<file path="src/rtl/miner_pkg.sv">
// Shared constants and types for the multi-core miner control block.
// Latency: n/a (declarations only).
// Backpressure: n/a.
//
// Contents: slave address map, command codes, status codes, controller
// state encoding and a state-to-status helper.
package miner_pkg;

  // Slave word addresses
  localparam logic [4:0] ADDR_STATUS = 5'd0;
  localparam logic [4:0] ADDR_CTRL   = 5'd1;
  localparam logic [4:0] ADDR_TGT_LO = 5'd2;
  localparam logic [4:0] ADDR_TGT_HI = 5'd9;
  localparam logic [4:0] ADDR_NONCE  = 5'd10;
  localparam logic [4:0] ADDR_MSG_LO = 5'd11;
  localparam logic [4:0] ADDR_MSG_HI = 5'd29;
  localparam logic [4:0] ADDR_NSTART = 5'd30;
  localparam logic [4:0] ADDR_NLIMIT = 5'd31;

  localparam int TGT_WORDS = 8;   // 256-bit target
  localparam int MSG_WORDS = 19;  // 608-bit message

  // Control-register command codes
  localparam logic [31:0] CMD_LOAD_TGT = 32'd1;
  localparam logic [31:0] CMD_START    = 32'd2;
  localparam logic [31:0] CMD_ABORT    = 32'd4;

  // Status codes as seen at ADDR_STATUS
  typedef enum logic [2:0] {
    STAT_IDLE      = 3'd0,
    STAT_BUSY      = 3'd2,
    STAT_FOUND     = 3'd3,
    STAT_EXHAUSTED = 3'd4
  } status_t;

  typedef enum logic [2:0] {
    IDLE      = 3'd0,
    DISPATCH  = 3'd1,
    RUN       = 3'd2,
    FOUND     = 3'd3,
    EXHAUSTED = 3'd4
  } ctrl_state_t;

  // DISPATCH and RUN both report busy; software never sees the dispatch cycle.
  function automatic status_t status_of(input logic [2:0] st);
    case (st)
      DISPATCH, RUN: return STAT_BUSY;
      FOUND:         return STAT_FOUND;
      EXHAUSTED:     return STAT_EXHAUSTED;
      default:       return STAT_IDLE;
    endcase
  endfunction

endpackage

</file>
<file path="src/rtl/miner_found_arbiter.sv">
// Picks the lowest-index core reporting a hit and muxes out its nonce.
// Latency: combinational (0 cycles); the caller registers the result.
// Backpressure: none; hits are single-cycle pulses consumed immediately.
//
// Ports:
//   core_found  in  per-core hit pulse
//   core_nonce  in  per-core hit nonce, packed core 0 in the low bits
//   win_vld     out any core hit this cycle
//   win_idx     out index of the lowest hitting core
//   win_nonce   out nonce of that core
module miner_found_arbiter #(
  parameter int NUM_CORES = 4,
  parameter int NONCE_W   = 32,
  parameter int IDX_W     = (NUM_CORES > 1) ? $clog2(NUM_CORES) : 1
) (
  input  logic [NUM_CORES-1:0]         core_found,
  input  logic [NUM_CORES*NONCE_W-1:0] core_nonce,
  output logic                         win_vld,
  output logic [IDX_W-1:0]             win_idx,
  output logic [NONCE_W-1:0]           win_nonce
);

  // Scanning from the top down lets the lowest set index overwrite last.
  // Cores run in lockstep, so the lowest index also carries the lowest nonce.
  always_comb begin
    win_vld   = 1'b0;
    win_idx   = '0;
    win_nonce = '0;
    for (int i = NUM_CORES - 1; i >= 0; i--) begin
      if (core_found[i]) begin
        win_vld   = 1'b1;
        win_idx   = IDX_W'(i);
        win_nonce = core_nonce[i*NONCE_W +: NONCE_W];
      end
    end
  end

endmodule

</file>
<file path="src/rtl/multi_core_miner_ctrl.sv">
// Register front end and search controller for NUM_CORES interleaved hash cores.
// Latency: writes/commands act at the sampling edge; read data 1 cycle after a read.
// Backpressure: none; the slave port accepts every access, cores get fire-and-forget pulses.
//
// Ports:
//   clk, n_rst                    clock, synchronous active-low reset
//   slaveAddr/WriteData/Write/Read/ChipSelect, slaveReadData   word-addressed slave port
//   core_target, core_msg         active search target and message (shared)
//   core_nonce_init, core_stride, core_limit   per-core nonce window setup
//   core_start, core_halt         one-cycle start (all cores) / stop pulses
//   core_found, core_nonce, core_exhausted     per-core results
module multi_core_miner_ctrl
  import miner_pkg::*;
#(
  parameter int NUM_CORES = 4,
  parameter int NONCE_W   = 32
) (
  input  logic                         clk,
  input  logic                         n_rst,
  input  logic [4:0]                   slaveAddr,
  input  logic [31:0]                  slaveWriteData,
  input  logic                         slaveWrite,
  input  logic                         slaveRead,
  input  logic                         slaveChipSelect,
  output logic [31:0]                  slaveReadData,
  output logic [255:0]                 core_target,
  output logic [607:0]                 core_msg,
  output logic [NUM_CORES*NONCE_W-1:0] core_nonce_init,
  output logic [NONCE_W-1:0]           core_stride,
  output logic [NONCE_W-1:0]           core_limit,
  output logic [NUM_CORES-1:0]         core_start,
  output logic                         core_halt,
  input  logic [NUM_CORES-1:0]         core_found,
  input  logic [NUM_CORES*NONCE_W-1:0] core_nonce,
  input  logic [NUM_CORES-1:0]         core_exhausted
);

  localparam int IDX_W = (NUM_CORES > 1) ? $clog2(NUM_CORES) : 1;

  localparam logic [2:0] S_IDLE      = IDLE;
  localparam logic [2:0] S_DISPATCH  = DISPATCH;
  localparam logic [2:0] S_RUN       = RUN;
  localparam logic [2:0] S_FOUND     = FOUND;
  localparam logic [2:0] S_EXHAUSTED = EXHAUSTED;

  logic [2:0]                       state_q, state_d;
  logic                             halt_q, halt_d;
  logic [TGT_WORDS-1:0][31:0]       tgt_shadow_q, tgt_active_q;
  logic [MSG_WORDS-1:0][31:0]       msg_q, msg_active_q;
  logic [NONCE_W-1:0]               nstart_q, nlimit_q;
  logic [NONCE_W-1:0]               act_start_q, act_limit_q;
  logic [NONCE_W-1:0]               result_nonce_q;
  logic [7:0]                       win_core_q;
  logic [NUM_CORES-1:0]             exh_mask_q, exh_next;
  logic                             exh_done;
  logic [31:0]                      rdata_q, rd_mux;

  logic                             wr_en, rd_en, ctrl_wr;
  logic                             cmd_load_tgt, cmd_start, cmd_abort;
  logic                             start_ok;
  logic                             in_tgt, in_msg;
  logic [4:0]                       tgt_off, msg_off;

  logic                             arb_vld;
  logic [IDX_W-1:0]                 arb_idx;
  logic [NONCE_W-1:0]               arb_nonce;

  // ---------------------------------------------------------------------------
  // Slave decode
  // ---------------------------------------------------------------------------
  assign wr_en   = slaveChipSelect && slaveWrite;
  assign rd_en   = slaveChipSelect && slaveRead;
  assign ctrl_wr = wr_en && (slaveAddr == ADDR_CTRL);

  assign cmd_load_tgt = ctrl_wr && (slaveWriteData == CMD_LOAD_TGT);
  assign cmd_start    = ctrl_wr && (slaveWriteData == CMD_START);
  assign cmd_abort    = ctrl_wr && (slaveWriteData == CMD_ABORT);

  // A start is only honoured when no search is in flight.
  assign start_ok = cmd_start &&
                    ((state_q == S_IDLE) || (state_q == S_FOUND) || (state_q == S_EXHAUSTED));

  assign in_tgt  = (slaveAddr >= ADDR_TGT_LO) && (slaveAddr <= ADDR_TGT_HI);
  assign in_msg  = (slaveAddr >= ADDR_MSG_LO) && (slaveAddr <= ADDR_MSG_HI);
  assign tgt_off = slaveAddr - ADDR_TGT_LO;
  assign msg_off = slaveAddr - ADDR_MSG_LO;

  // ---------------------------------------------------------------------------
  // Hit arbitration
  // ---------------------------------------------------------------------------
  miner_found_arbiter #(
    .NUM_CORES (NUM_CORES),
    .NONCE_W   (NONCE_W),
    .IDX_W     (IDX_W)
  ) u_arb (
    .core_found (core_found),
    .core_nonce (core_nonce),
    .win_vld    (arb_vld),
    .win_idx    (arb_idx),
    .win_nonce  (arb_nonce)
  );

  // Include this cycle's pulses so the final exhausted core ends the run
  // at the same edge it is sampled.
  assign exh_next = exh_mask_q | core_exhausted;
  assign exh_done = &exh_next;

  // ---------------------------------------------------------------------------
  // Controller FSM
  // ---------------------------------------------------------------------------
  always_comb begin
    state_d = state_q;
    halt_d  = 1'b0;
    case (state_q)
      S_IDLE, S_FOUND, S_EXHAUSTED: begin
        if (cmd_start) state_d = S_DISPATCH;
      end
      S_DISPATCH: begin
        // Empty window: cores were started but can never match, so stop them.
        if (act_limit_q < act_start_q) begin
          state_d = S_EXHAUSTED;
          halt_d  = 1'b1;
        end else begin
          state_d = S_RUN;
        end
      end
      S_RUN: begin
        // A hit outranks exhaustion and abort arriving in the same cycle.
        if (arb_vld) begin
          state_d = S_FOUND;
          halt_d  = 1'b1;
        end else if (exh_done) begin
          state_d = S_EXHAUSTED;
          halt_d  = 1'b1;
        end else if (cmd_abort) begin
          state_d = S_IDLE;
          halt_d  = 1'b1;
        end
      end
      default: state_d = S_IDLE;
    endcase
  end

  // ---------------------------------------------------------------------------
  // Read mux
  // ---------------------------------------------------------------------------
  always_comb begin
    rd_mux = '0;
    if (slaveAddr == ADDR_STATUS) begin
      rd_mux = {29'd0, status_of(state_q)};
    end else if (slaveAddr == ADDR_CTRL) begin
      rd_mux = {16'(NUM_CORES), win_core_q, 8'h00};
    end else if (slaveAddr == ADDR_NONCE) begin
      rd_mux[NONCE_W-1:0] = result_nonce_q;
    end else if (slaveAddr == ADDR_NSTART) begin
      rd_mux[NONCE_W-1:0] = nstart_q;
    end else if (slaveAddr == ADDR_NLIMIT) begin
      rd_mux[NONCE_W-1:0] = nlimit_q;
    end else if (in_tgt) begin
      rd_mux = tgt_shadow_q[tgt_off[2:0]];
    end else if (in_msg) begin
      rd_mux = msg_q[msg_off];
    end
  end

  // ---------------------------------------------------------------------------
  // State and registers
  // ---------------------------------------------------------------------------
  always_ff @(posedge clk) begin
    if (!n_rst) begin
      state_q        <= S_IDLE;
      halt_q         <= 1'b0;
      tgt_shadow_q   <= '0;
      tgt_active_q   <= '0;
      msg_q          <= '0;
      msg_active_q   <= '0;
      nstart_q       <= '0;
      nlimit_q       <= '1;
      act_start_q    <= '0;
      act_limit_q    <= '1;
      result_nonce_q <= '0;
      win_core_q     <= '0;
      exh_mask_q     <= '0;
      rdata_q        <= '0;
    end else begin
      state_q <= state_d;
      halt_q  <= halt_d;

      // Shadow/register copies follow writes at any time; active copies
      // only move on commands.
      if (wr_en) begin
        if (in_tgt)                    tgt_shadow_q[tgt_off[2:0]] <= slaveWriteData;
        if (in_msg)                    msg_q[msg_off]             <= slaveWriteData;
        if (slaveAddr == ADDR_NSTART)  nstart_q <= slaveWriteData[NONCE_W-1:0];
        if (slaveAddr == ADDR_NLIMIT)  nlimit_q <= slaveWriteData[NONCE_W-1:0];
      end

      if (cmd_load_tgt) tgt_active_q <= tgt_shadow_q;

      if (start_ok) begin
        msg_active_q <= msg_q;
        act_start_q  <= nstart_q;
        act_limit_q  <= nlimit_q;
      end

      if (state_q == S_DISPATCH) begin
        exh_mask_q <= '0;
      end else if (state_q == S_RUN) begin
        exh_mask_q <= exh_next;
      end

      if ((state_q == S_RUN) && arb_vld) begin
        result_nonce_q <= arb_nonce;
        win_core_q     <= 8'(arb_idx);
      end

      if (rd_en) rdata_q <= rd_mux;
    end
  end

  // ---------------------------------------------------------------------------
  // Outputs
  // ---------------------------------------------------------------------------
  always_comb begin
    core_nonce_init = '0;
    for (int i = 0; i < NUM_CORES; i++) begin
      core_nonce_init[i*NONCE_W +: NONCE_W] = act_start_q + NONCE_W'(i);
    end
  end

  assign core_target   = tgt_active_q;
  assign core_msg      = msg_active_q;
  assign core_stride   = NONCE_W'(NUM_CORES);
  assign core_limit    = act_limit_q;
  assign core_start    = {NUM_CORES{state_q == S_DISPATCH}};
  assign core_halt     = halt_q;
  assign slaveReadData = rdata_q;

endmodule

</file>
<file path="config.mk">
export PLATFORM = sky130hd
export DESIGN_NAME = multi_core_miner_ctrl
export DESIGN_NICKNAME = d
export VERILOG_FILES = /design/src/rtl/miner_pkg.sv /design/src/rtl/miner_found_arbiter.sv /design/src/rtl/multi_core_miner_ctrl.sv
export SDC_FILE = /design/constraint.sdc
export NUM_CORES = 2
export LEC_CHECK = 0
export BUFFER_PORTS_ARGS = -buffer_cell sky130_fd_sc_hd__buf_2
export CAP_MARGIN = 40
export CORE_AREA = 2 2 501 503
export CTS_CLUSTER_DIAMETER = 50
export DETAILED_ROUTE_END_ITERATION = 10
export DIE_AREA = 0 0 503 505
export MAX_ROUTING_LAYER = met4
export SLEW_MARGIN = 30
export SYNTH_ARGS = -nofsm -noshare
export SYNTH_HDL_FRONTEND = slang
export SYNTH_HIERARCHICAL = 1
export SYNTH_SLANG_ARGS = --single-unit
</file>
<file path="constraint.sdc">
create_clock -name clk -period 4.1 [get_ports clk]
set_input_delay 0.82 -clock clk [delete_from_list [all_inputs] [get_ports clk]]
set_output_delay 0.82 -clock clk [all_outputs]
set_load 0.01 [all_outputs]
</file>
Word-level counts from Yosys, hierarchy flattened
Cells that the tools add are included.
{"block": "classes", "n_reduce_logical": 25, "bitwise_logic": 2, "n_eq_ne": 13, "order_cmp": 9, "add_sub_neg": 5, "muxes": 41}
{"operator": "bitwise mux 608 bit", "count": 1}
{"operator": "2-to-1 mux 32 bit", "count": 15}
{"operator": "bitwise mux 256 bit", "count": 1}
{"operator": "binary-select mux 32 bit (select 5 bit)", "count": 1}
{"operator": "demux 32 bit (select 5 bit)", "count": 1}
{"operator": "binary-select mux 32 bit (select 3 bit)", "count": 1}
{"operator": "demux 32 bit (select 3 bit)", "count": 1}
{"operator": "adder 32 x 2 -> 32 bit, second input constant", "count": 2}
{"operator": "adder 32 x 1 -> 32 bit, second input constant", "count": 1}
{"operator": "== test 32 x 1 -> 1 bit, second input constant", "count": 1}
{"operator": "== test 32 x 2 -> 1 bit, second input constant", "count": 1}
{"operator": "== test 32 x 3 -> 1 bit, second input constant", "count": 1}
{"operator": "< comparator 32 bit", "count": 1}
{"operator": "case mux 3 bit (3 select lines)", "count": 2}
{"operator": "2-to-1 mux 3 bit", "count": 5}
{"operator": "logical AND 1 bit", "count": 12}
{"operator": "== test 5 bit, second input constant", "count": 2}
{"operator": "AND reduction 2 bit", "count": 5}
{"operator": "2-to-1 mux 1 bit", "count": 8}
{"operator": "2-to-1 mux 2 bit", "count": 4}
{"operator": "== test 3 x 2 -> 1 bit, second input constant", "count": 2}
{"operator": "< comparator 5 x 6 -> 1 bit, second input constant", "count": 1}
{"operator": "== test 5 x 1 -> 1 bit, second input constant", "count": 1}
{"operator": "== test 5 x 4 -> 1 bit, second input constant", "count": 1}
{"operator": "other kinds (22)", "count": 24}
{"block": "word_totals", "output_inout_bits": 1093, "in_bits": 178, "wordCells": 159, "ff_bits": 1930}

Logic depth before layout (Yosys ltp)
{"block": "depth", "ltp_word": 10, "ltp_mapped": 15, "depth_no_buf": 9}

Cells and area by module
The synthesis kept the hierarchy.
{"module": "multi_core_miner_ctrl", "seq_area_each_um2": 38637.1, "instances": 1, "area_each_um2": 77166.5, "cells_per_inst": 9831}
{"module": "miner_found_arbiter", "seq_area_each_um2": 0.0, "instances": 1, "area_each_um2": 1064.8, "cells_per_inst": 123}

Least setup slack after synthesis
No wires, ideal clock.
{"block": "synth_timing", "kind": "input port to flip-flop", "from": "input port slaveAddr[1]", "to": "register rdata_q[1], in the netlist slaveReadData[1]", "setup_ns": 0.122, "t_arrival_ns": 4.270, "path_slack_ns": -0.292, "stages": 11, "n_path_buf": 6, "required_time_ns": 3.978, "path_cell_list": "buf_2 > buf_1 > clkbuf_1 > inv_1 > ha_1 > clkbuf_1 > clkbuf_1 > clkbuf_1 > mux2i_1 > nor2_1 > o311a_1"}
{"block": "synth_via", "elab_chain_len": 10, "word_cells_on_any_way": 24, "classes_between": "2 x add/sub; 4 x order compare; 4 x eq/ne; 11 x mux; 3 x reduce/logical"}
{"item": "start: declaration", "line_no": "multi_core_miner_ctrl.sv:20", "text": "input logic [4:0] slaveAddr,"}
{"item": "subtractor 5 x 4 -> 5 bit", "line_no": "multi_core_miner_ctrl.sv:86", "text": "assign msg_off = slaveAddr - ADDR_MSG_LO;"}
{"item": "binary-select mux 32 bit (select 5 bit)", "line_no": "multi_core_miner_ctrl.sv:162", "text": "rd_mux = msg_q[msg_off];"}
{"item": "2-to-1 mux 32 bit (implied by the code)", "line_no": "multi_core_miner_ctrl.sv:162"}
{"item": "2-to-1 mux 32 bit", "line_no": "multi_core_miner_ctrl.sv:161", "text": "end else if (in_msg) begin"}
{"item": "2-to-1 mux 32 bit", "line_no": "multi_core_miner_ctrl.sv:159", "text": "end else if (in_tgt) begin"}
{"item": "2-to-1 mux 32 bit", "line_no": "multi_core_miner_ctrl.sv:157", "text": "end else if (slaveAddr == ADDR_NLIMIT) begin"}
{"item": "2-to-1 mux 32 bit", "line_no": "multi_core_miner_ctrl.sv:155", "text": "end else if (slaveAddr == ADDR_NSTART) begin"}
{"item": "2-to-1 mux 32 bit", "line_no": "multi_core_miner_ctrl.sv:153", "text": "end else if (slaveAddr == ADDR_NONCE) begin"}
{"item": "2-to-1 mux 32 bit", "line_no": "multi_core_miner_ctrl.sv:151", "text": "end else if (slaveAddr == ADDR_CTRL) begin"}
{"item": "2-to-1 mux 32 bit (*)", "line_no": "multi_core_miner_ctrl.sv:149", "text": "if (slaveAddr == ADDR_STATUS) begin"}
{"item": "end signal: assignment", "line_no": "multi_core_miner_ctrl.sv:217", "text": "if (rd_en) rdata_q <= rd_mux;"}
{"item": "end: declaration", "line_no": "multi_core_miner_ctrl.sv:56", "text": "logic [31:0] rdata_q, rd_mux;"}
Mark *: on every way between the ends. The rest lies on a longest branch, timed or not. The select of a mux whose other input is x is not followed.
A chain may end at the register's enable or synchronous reset.

Worst setup path after layout
{"block": "layout_timing", "from": "register act_start_q[17]", "to": "output port core_nonce_init[127]"}
{"block": "layout_via", "elab_chain_len": 1}
{"item": "start: declaration", "line_no": "multi_core_miner_ctrl.sv:51", "text": "logic [NONCE_W-1:0] act_start_q, act_limit_q;"}
{"item": "start signal: assignment", "line_no": "multi_core_miner_ctrl.sv:202", "text": "act_start_q <= nstart_q;"}
{"item": "adder 32 x 2 -> 32 bit", "line_no": "multi_core_miner_ctrl.sv:227", "text": "core_nonce_init[i*NONCE_W +: NONCE_W] = act_start_q + NONCE_W'(i);"}
{"item": "end: declaration", "line_no": "multi_core_miner_ctrl.sv:28", "text": "output logic [NUM_CORES*NONCE_W-1:0] core_nonce_init,"}
No other way between the ends.

==> parameters.txt <==
Parameter                              Value

Worst setup path
  Slowest CP cell    or3_1
  Critical path capture point    core_nonce_init[127]
  Register-to-Register Path Depth    8
  Cell breakdown of the critical path    buf_4 > nand4_1 > or3_1 > or3_4 > nor4_4 > xnor2_1 > buf_2
  Timing startpoint of the critical path    act_start_q[17]$_SDFFE_PN0P_
  Reg2reg start    act_start_q[25]$_SDFFE_PN0P_
  Register-to-register setup slack    1.05 ns
  Endpoint of the most critical register-to-register path    core_halt$_SDFF_PN0_
  Data required time at the worst endpoint    3.28 ns
  Arr. time, crit path    3.25 ns
  Worst Path Max Fanout    8
  Type of the worst setup path    flip-flop to output port
  Largest stage delay on the critical path    0.61 ns
  Worst setup EP type    output port
  Type of element launching the critical path    flip-flop

Pwr
  Worst vdd rail ir drop    0.424 mV
  Pwr/cell area    450 mW/mm²
  Leakage Power    36.3 nW

STA
  Headroom to the max-slew limit    0.351
  Final number of max-transition violations    0
  Number of failing setup endpoints in the final timing report    0
  Number of hold violations in the final report    0
  Part of the cycle the worst path needs    0.992
  Post-route setup slack    0.0347 ns
  Max Clock Freq    246 MHz
  Worst hold slack    0.319 ns
  Actual slew at the worst max-slew pin    0.973 ns
  Worst Skew    0.108 ns
  Shortest period the worst path allows    4.07 ns

Placed design
  Post-DP Area    0.0894 mm²
  Final weighted congestion of routability-driven global placement    1.04
  Sum of net half-perimeters after detailed placement    329000 µm
  Post-place setup slack    0.0392 ns
  Count of buffers inserted at the top-level ports    1238

Floorplan
  Top Ports    1271
  Total die area    0.254 mm²
  Area of the core    0.248 mm²
  Number of cell rows    183
  Die boundary height    505 µm
  Initial Util    0.315
  DIE WIDTH    503 µm

Synthesis
  Sequential element share of the synthesized area    0.494
  Yosys warnings    6
  Count of flip-flops with a built-in enable after synthesis    0
  Number of cells produced by synthesis    9954
  Cells taking the most area after synthesis    dfxtp_1 49%, nand2_1 18%, a21oi_1 12%
  Flops & latches, synth    1930
  Commonest cells post-synth    3725 x nand2_1, 1930 x dfxtp_1, 1866 x a21oi_1
  Average cell area after synthesis    7.86 µm²
  Fraction of registers with async set/reset    0
  Cell variety after synth    74
  Area share of the leading cell type in the synthesized netlist    0.494
  Top_reg_cell synth    dfxtp_1
  Area of the mapped netlist    0.0782 mm²
  Largest area contributor in the synthesized netlist    dfxtp_1
  Most common cell in the netlist    nand2_1

Routing
  ANT nets after route    0
  Number of DRC markers in iteration 0    11500
  Final routed DRC violation total    0
  Routed wire length per instance    30.4 µm
  Number of detailed-route iterations in the first pass    6
  Total number of vias    78800
  Via-per-instance ratio    5.44
  Final Routed Wirelength    440000 µm

GRT
  Number of global-route vias before repair    70600
  Initial antenna violation count    47
  Largest net degree at the start of global routing    212
  First-pass GRT wire length    590000 µm
  Overall Global Routing Usage    0.340
  Overflow after GRT    0

Finish
  Layout overhead on the synthesized area    25.9%
  Proportion of layout cells with a drive suffix above 1    0.214
  Filler cell count    25600
  Final layout net count    11100
  Post-route standard cell area excluding fillers    0.0985 mm²

Clock network
  Clock Pin Slew Worst Setup and Hold Paths    0.06 ns
  Root Driver    clkbuf_16
  Total clock buffers created by CTS    240
  H-tree depth    4
  Maximum count of clock buffers along a single path    3
  Latest clock arrival within the worst-skew pair    0.97 ns
  CTS sink cnt    1930
  TritonCTS clock tree    done
  Hold buffer count at CTS    0

Job
  Max_cap viols    0

Hold path
  Path category of the worst min-delay check    input pin to flip-flop

Outcome
  Status    completed
-- worst min path at each step --
stage                                         start  cells past startpoint                               to  slack (ns)
CTS                              slaveWriteData[13]                      3          msg_q[525]$_SDFFE_PN0P_        0.25
global route                     slaveWriteData[13]                      3          msg_q[525]$_SDFFE_PN0P_        0.30
detailed placement        core_msg[46]$_SDFFE_PN0P_                      2        core_msg[46]$_SDFFE_PN0P_        0.44
floorplan           result_nonce_q[25]$_SDFFE_PN0P_                      2  result_nonce_q[25]$_SDFFE_PN0P_        0.43
finish                           slaveWriteData[13]                      3          msg_q[525]$_SDFFE_PN0P_        0.32
global placement      core_target[232]$_SDFFE_PN0P_                      2    core_target[232]$_SDFFE_PN0P_        0.43
-- registers in the layout, summed over array words and instances, names as in the netlist --
register        flops
act_start_q        32
core_halt           1
win_core_q          2
msg_q             608
core_limit         32
result_nonce_q     32
tgt_shadow_q      256
nlimit_q           32
exh_mask_q          4
core_msg          608
core_target       256
slaveReadData      32
state_q             3
nstart_q           32
-- placed cells by master, fill, tap and decap left out, types with 17 or more instances in the layout --
cell,count
nand4_1,29
nor2_1,142
clkbuf_8,35
mux4_2,138
o22ai_1,167
nor4_1,24
a21oi_1,1865
clkbuf_1,29
clkbuf_16,240
a221oi_1,29
o221ai_1,47
buf_12,90
clkinv_2,25
nor3_1,35
clkinvlp_4,27
mux2i_1,57
nor2_4,21
a22oi_2,29
diode_2,32
dfxtp_1,1925
inv_8,23
buf_2,1227
bufinv_16,30
inv_1,37
a21oi_2,29
or2_2,23
xnor2_1,87
and3_1,19
ha_1,43
inv_6,18
mux2_2,43
nand3_1,89
a22oi_1,20
conb_1,32
o21ai_0,189
nand2_1,3721
buf_4,289
buf_16,17
o211ai_1,21
-- power breakdown --
group,internal (mW),switching [mW]
Combinational,0.619,1.81
Sequential,18.8,0.0541
Clock,13.6,9.48
-- worst max-delay path: cells and delay by family (launching register included) --
family,cells,cell delay (ns)
AND/OR/NAND/NOR,4,1.52
buffers and inverters,2,0.37
flip-flops,1,0.30
XOR/XNOR,1,0.15
-- logic make-up after synthesis --
logic type / count (synthesis) / share of synthesized area
flops: 1930 / 0.494
buf+inv: 976 / 0.0522
simple gates: 4195 / 0.210
compound gates: 2476 / 0.173
mux: 238 / 0.0532
fa+ha+maj: 45 / 0.00720
other cells: 2 / 0.0000960
xor+xnor: 92 / 0.0103
-- cell type report --
class,instances,area [µm²],area share
Multi-Input combinational cell,7078,36000,0.366
Tap cell,3330,4170,0.0423
Timing Repair Buffer,1625,10600,0.108
Antenna cell,32,80.1,0.000813
Clock buffer,304,6600,0.0670
Inverter,43,169,0.00172
Clock inverter,151,2200,0.0223
Sequential cell,1930,38600,0.392
-- through the flow --
stage          cells  TNS (ns)  power [mW]  utilization
3_3_place_gp   14000         0        21.6        0.358
5_1_grt        14500   -0.0542        45.3        0.397
6_report       14500         0        44.3        0.397
4_1_cts        14500   -0.0157        44.4        0.396
3_5_place_dp   14000         0        21.6        0.360
2_1_floorplan   9984         0        20.4            -
-- metal layers --
| layer | global-route usage | vias up | part of all wire |
|---|---|---|---|
| met4 | 0.165 | 0 | 0.054 |
| met1 | 0.449 | 38300 | 0.41 |
| met2 | 0.463 | 4543 | 0.41 |
| met5 | - | - | 0 |
| met3 | 0.109 | 688 | 0.12 |
| li1 | - | 35200 | - |
-- timing repair --
item,4_1_cts,5_1_grt
resized for setup,8,10
pin swaps,2,1
setup buffers,1,1
gates cloned,0,0
setup endpoints to repair,11,17
Power figures use the tool's default switching activity.
